## config.mk

```make
export PLATFORM = sky130hd
export DESIGN_NAME = mem_port_arbiter
export DESIGN_NICKNAME = d
export VERILOG_FILES = /design/src/rtl/mem_port_arbiter_pkg.sv /design/src/rtl/burst_beat_counter.sv /design/src/rtl/mem_port_arbiter.sv
export SDC_FILE = /design/constraint.sdc
export NUM_CORES = 1
export LEC_CHECK = 0
export CAP_MARGIN = 15
export CORE_MARGIN = 5
export CORE_UTILIZATION = 32
export CTS_CLUSTER_SIZE = 30
export DETAILED_ROUTE_END_ITERATION = 8
export GPL_TIMING_DRIVEN = 0
export PLACE_DENSITY = 0.74
export SYNTH_ARGS = -nofsm -noshare
export SYNTH_HDL_FRONTEND = slang
export SYNTH_HIERARCHICAL = 1
export SYNTH_SLANG_ARGS = --single-unit
```

## constraint.sdc

```tcl
create_clock -name clk_i -period 2 [get_ports clk_i]
set_input_delay 0.3 -clock clk_i [delete_from_list [all_inputs] [get_ports clk_i]]
set_output_delay 0.3 -clock clk_i [all_outputs]
set_load 0.02 [all_outputs]
```

## src/rtl/mem_port_arbiter_pkg.sv

```systemverilog
// Shared constants for the cache/memory-port path: arbiter FSM encoding and
// the default cache-line length that both caches and the arbiter agree on.
package mem_port_arbiter_pkg;

  typedef logic [1:0] arb_state_t;

  localparam arb_state_t IDLE   = 2'd0;
  localparam arb_state_t BUSY_I = 2'd1;
  localparam arb_state_t BUSY_D = 2'd2;
  localparam arb_state_t DONE   = 2'd3;

  localparam int DEFAULT_BURST_LEN = 4;

endpackage

```

## src/rtl/burst_beat_counter.sv

```systemverilog
// Beat index within one cache-line burst: cleared at grant, advanced on each
// memory ack, wrapping naturally since the line length is a power of two.
module burst_beat_counter
  import mem_port_arbiter_pkg::*;
#(
  parameter  int BURST_LEN = DEFAULT_BURST_LEN,
  localparam int BEAT_W    = $clog2(BURST_LEN)
) (
  input  logic              clk_i,
  input  logic              rst_i,
  input  logic              clr_i,
  input  logic              adv_i,
  output logic [BEAT_W-1:0] beat_o,
  output logic              last_o
);

  logic [BEAT_W-1:0] beat_q, beat_d;

  always_comb begin
    beat_d = beat_q;
    if (clr_i) begin
      beat_d = '0;
    end else if (adv_i) begin
      beat_d = beat_q + BEAT_W'(1);
    end
  end

  always_ff @(posedge clk_i or posedge rst_i) begin
    if (rst_i) begin
      beat_q <= '0;
    end else begin
      beat_q <= beat_d;
    end
  end

  assign beat_o = beat_q;
  assign last_o = (beat_q == BEAT_W'(BURST_LEN - 1));

endmodule

```

## src/rtl/mem_port_arbiter.sv

```systemverilog
// Shares the main-memory port between i-cache refills and d-cache refill or
// writeback bursts. ARB_ROUND_ROBIN_EN swaps fixed d-cache priority for alternation.
module mem_port_arbiter
  import mem_port_arbiter_pkg::*;
#(
  parameter  int ADDR_W    = 30,
  parameter  int DATA_W    = 32,
  parameter  int BURST_LEN = DEFAULT_BURST_LEN,
  localparam int BEAT_W    = $clog2(BURST_LEN)
) (
  input  logic              clk_i,
  input  logic              rst_i,
  input  logic              ic_req_i,
  input  logic [ADDR_W-1:0] ic_addr_i,
  output logic              ic_gnt_o,
  output logic              ic_rvalid_o,
  output logic [DATA_W-1:0] ic_rdata_o,
  output logic              ic_done_o,
  input  logic              dc_req_i,
  input  logic              dc_we_i,
  input  logic [ADDR_W-1:0] dc_addr_i,
  input  logic [DATA_W-1:0] dc_wdata_i,
  output logic [BEAT_W-1:0] dc_beat_o,
  output logic              dc_gnt_o,
  output logic              dc_rvalid_o,
  output logic [DATA_W-1:0] dc_rdata_o,
  output logic              dc_done_o,
  output logic              mem_req_o,
  output logic              mem_we_o,
  output logic [ADDR_W-1:0] mem_addr_o,
  output logic [DATA_W-1:0] mem_wdata_o,
  input  logic              mem_ack_i,
  input  logic [DATA_W-1:0] mem_rdata_i
);

  // Handshake: a requester holds req until its done pulse; each cycle with
  // mem_req_o and mem_ack_i high completes one beat, and address/data hold until then.
  arb_state_t               state_q, state_d;
  logic                     busy, start, take_dc, beat_adv, last_beat;
  logic [BEAT_W-1:0]        beat;
  logic [ADDR_W-BEAT_W-1:0] base_q;
  logic                     we_q, owner_dc_q, rvalid_q;
  logic [DATA_W-1:0]        rdata_q;
  logic                     unused_addr_bits;

  assign busy     = (state_q == BUSY_I) || (state_q == BUSY_D);
  assign start    = (state_q == IDLE) && (ic_req_i || dc_req_i);
  assign beat_adv = busy && mem_ack_i;
  assign unused_addr_bits = ^{ic_addr_i[BEAT_W-1:0], dc_addr_i[BEAT_W-1:0]};

`ifdef ARB_ROUND_ROBIN_EN
  logic last_dc_q;

  // On a tie, whoever was not served last goes next.
  always_ff @(posedge clk_i or posedge rst_i) begin
    if (rst_i) begin
      last_dc_q <= 1'b0;
    end else if (start) begin
      last_dc_q <= take_dc;
    end
  end

  assign take_dc = dc_req_i && !(ic_req_i && last_dc_q);
`else
  assign take_dc = dc_req_i;
`endif

  burst_beat_counter #(.BURST_LEN(BURST_LEN)) u_beat (
    .clk_i  (clk_i),
    .rst_i  (rst_i),
    .clr_i  (start),
    .adv_i  (beat_adv),
    .beat_o (beat),
    .last_o (last_beat)
  );

  always_ff @(posedge clk_i or posedge rst_i) begin
    if (rst_i) begin
      state_q <= IDLE;
    end else begin
      state_q <= state_d;
    end
  end

  always_comb begin
    state_d = state_q;
    case (state_q)
      IDLE:           if (start) state_d = take_dc ? BUSY_D : BUSY_I;
      BUSY_I, BUSY_D: if (beat_adv && last_beat) state_d = DONE;
      DONE:           state_d = IDLE;
      default:        state_d = IDLE;
    endcase
  end

  always_ff @(posedge clk_i or posedge rst_i) begin
    if (rst_i) begin
      base_q     <= '0;
      we_q       <= 1'b0;
      owner_dc_q <= 1'b0;
      rvalid_q   <= 1'b0;
      rdata_q    <= '0;
    end else begin
      if (start) begin
        owner_dc_q <= take_dc;
        we_q       <= take_dc && dc_we_i;
        base_q     <= take_dc ? dc_addr_i[ADDR_W-1:BEAT_W] : ic_addr_i[ADDR_W-1:BEAT_W];
      end
      rvalid_q <= beat_adv && !we_q;
      if (beat_adv && !we_q) begin
        rdata_q <= mem_rdata_i;
      end
    end
  end

  // Outputs decode the registered state only, so reset clears them at once.
  always_comb begin
    ic_gnt_o    = (state_q == BUSY_I);
    dc_gnt_o    = (state_q == BUSY_D);
    mem_req_o   = busy;
    mem_we_o    = busy && we_q;
    mem_addr_o  = busy ? {base_q, beat} : '0;
    mem_wdata_o = busy ? dc_wdata_i : '0;
    dc_beat_o   = beat;
    ic_done_o   = (state_q == DONE) && !owner_dc_q;
    dc_done_o   = (state_q == DONE) && owner_dc_q;
    ic_rvalid_o = rvalid_q && !owner_dc_q;
    dc_rvalid_o = rvalid_q && owner_dc_q;
    ic_rdata_o  = rdata_q;
    dc_rdata_o  = rdata_q;
  end

endmodule

```

==> flow_metrics.tcl <==
set metrics [dict create \
    tns_ns 0 \
    grt_max_degree 41 \
    ir_worst_vdd_mv 1.14 \
    avgSynthCellArea_sq_um 11.1 \
    drt-initial-drc-count 88 \
    cts_num_sinks 67 \
    hpwl_um 9950 \
    seq_area_sq_um 1680 \
    areaGrowthSynthToFinish_pct 80.2 \
    final_cell_mix "clkdlybuf4s50_1 (194), dfrtp_1 (67), and2_1 (65), buf_2 (54), buf_4 (49)" \
    p_leak_nw 3.23 \
    power.density_nw_per_um2 1900 \
    die-area_sq_um 13800 \
    layout_commonest_cell "clkdlybuf4s50_1" \
    ys_seq_elements 67 \
    wl_um 12100 \
    drive_above_1_share_pct 27.9 \
    synth_warnings 6 \
    drv_slew 0 \
    firstDrtPassIters 4 \
    crit_fanout 10 \
    design_area_sq_um 6680 \
    place_area_sq_um 6510 \
    ios 266 \
    synth_cells 335 \
    status "complete, no violations" \
    cts_root_buf "clkbuf_16" \
    multi_input_comb_area_sq_um 1620 \
    grt_pass1_wl_um 19400 \
    wl_per_cell_um 16.0 \
    max-cap-violations 0 \
    antenna_left 0 \
    place.gp.congestion 0.838 \
    fp.dieW_um 118 \
    n_antenna_cell 0 \
    synthTopCellsByArea "dfrtp_1 (45%), mux2_4 (12%), and2_1 (11%)" \
    cts_max_level 3 \
    cts_tree "yes" \
    hp-class "input pin to async pin" \
    drc 0 \
    rows 39 \
    antenna_found_initial 0 \
    hold_slack_ns 0.194 \
    synth.distinct_cells 26 \
    cp-start-kind "flop" \
    start_util_pct 32.6 \
    port_buffers 260 \
    synth_top_area_cell "dfrtp_1" \
    core_area_sq_um 11400 \
    overflow 0 \
    synth_top_area_share_pct 45.2 \
    fin_crit_sh_pct 96.9 \
    worst_pin_slew_ns 0.596 \
    insertion_delay_ns 0.32 \
    vias 3302 \
    grt_pass1_vias 3524 \
    crit_required_ns 1.70 \
    ys_seq_area_share_pct 45.2 \
    skew_ns 0.00749 \
    fp.dieH_um 118 \
    critical_path_class "flop to output pin" \
    finalHoldViolations 0 \
    grt_usage_pct 17.3 \
    syn_nets 470 \
    setup_viol 0 \
    endpoint_kind "output pin" \
    via_per_inst 4.36 \
    slew_headroom_pct 60.2 \
    numCtsBuffers 9 \
    nets 744 \
    arrival_ns 1.64 \
    cts_buffer_depth 2 \
    cts_hold_buf 0 \
    syn-cell-area_sq_um 3710 \
    period_minus_slack_ns 1.94 \
    fmax_ghz 0.516 \
    clkTransAtPathRegs_ns 0.06 \
    fill_cells 1045 \
]
[report_power, final]
group	total [mW]	internal, mW	switching (mW)
combinational	8.33	4.25	4.08
sequential	2.50	2.05	0.457
clock	1.83	1.25	0.575
[kinds of logic after synthesis]
kind of cell | count (synthesis) | share of synthesized area [%]
xor+xnor | 1 | 0.236
fa+ha+maj | 5 | 1.69
simple gates | 107 | 15.7
flops | 67 | 45.2
compound gates | 32 | 4.62
mux | 63 | 21.1
buf+inv | 60 | 11.4
[flip-flops by register name (all words and copies together), names as in the netlist]
signal and cells:
u_beat/beat_o 2, owner_dc_q 1, base_q 28, we_q 1
state_q 2, rvalid_q 1, dc_rdata_o 32
[final timing paths]
check                      depth (start not counted)                to  startpoint  slack (ns)
max in group asynchronous                          3    dc_rdata_o[24]       rst_i        0.97
hold / removal                                     2  u_beat/beat_o[1]       rst_i        0.19
setup reg to reg                                   7     dc_rdata_o[5]  state_q[1]        0.34
hold reg to reg                                    2         base_q[5]   base_q[5]        0.47
setup / recovery                                   6   mem_wdata_o[18]  state_q[0]        0.06
min in group clk_i                                 3        owner_dc_q    dc_req_i        0.29
[layout make-up]
type	instances	area share, %
flip-flops and latches	67	25.1
multi-input cells	208	24.3
repair buffers	263	35.4
clock buffers	10	3.58
plain buffers	53	6.97
inverters	7	0.393
clock inverters	6	1.67
well taps	143	2.68
[synth_stat cells]
cell / number
a22oi_1: 1
a32o_1: 1
and2_1: 65
and2_4: 1
buf_12: 3
buf_2: 6
buf_4: 36
buf_6: 1
clkbuf_1: 7
dfrtp_1: 67
ha_1: 5
inv_1: 5
inv_2: 2
mux2_1: 4
mux2_2: 1
mux2_4: 29
mux2i_1: 29
nand2_1: 34
nand2b_2: 1
nor2_1: 3
nor2b_1: 2
o21ai_0: 1
o21ai_1: 28
o21ai_2: 1
or2b_1: 1
xnor2_1: 1
[through the flow]
stage | worst slack (ns) | power, mW | cells | utilization, %
detailed placement | -0.542 | 11.2 | 739 | 57.3
global placement | -1.13 | 11.0 | 738 | 57.1
CTS | 0.000938 | 12.7 | 757 | 58.5
floorplan | 0.0735 | 7.32 | 335 | -
global route | -0.000327 | 13.4 | 757 | 58.8
finish | 0.0629 | 12.7 | 757 | 58.8
[routing by layer]
metal,up-vias,track usage [%],part of all wire [%]
met4,0,4.52,0.80
met5,-,0,0
met1,1540,20.5,41
met2,143,30.1,50
met3,9,5.48,7.4
li1,1610,-,-
[critical path: stages (launching register included)]
cell,delay (ns)
dfrtp_1,0.38
inv_2,0.08
ha_4,0.22
buf_12,0.15
clkbuf_8,0.15
and2_1,0.17
buf_4,0.16
[timing repair]
action | CTS | global route
endpoints found under the setup margin | 64 | 49
gates resized for setup | 272 | 18
pin swaps | 0 | 0
buffers inserted | 2 | 0
Note: power is estimated with default switching activity, not from simulation.
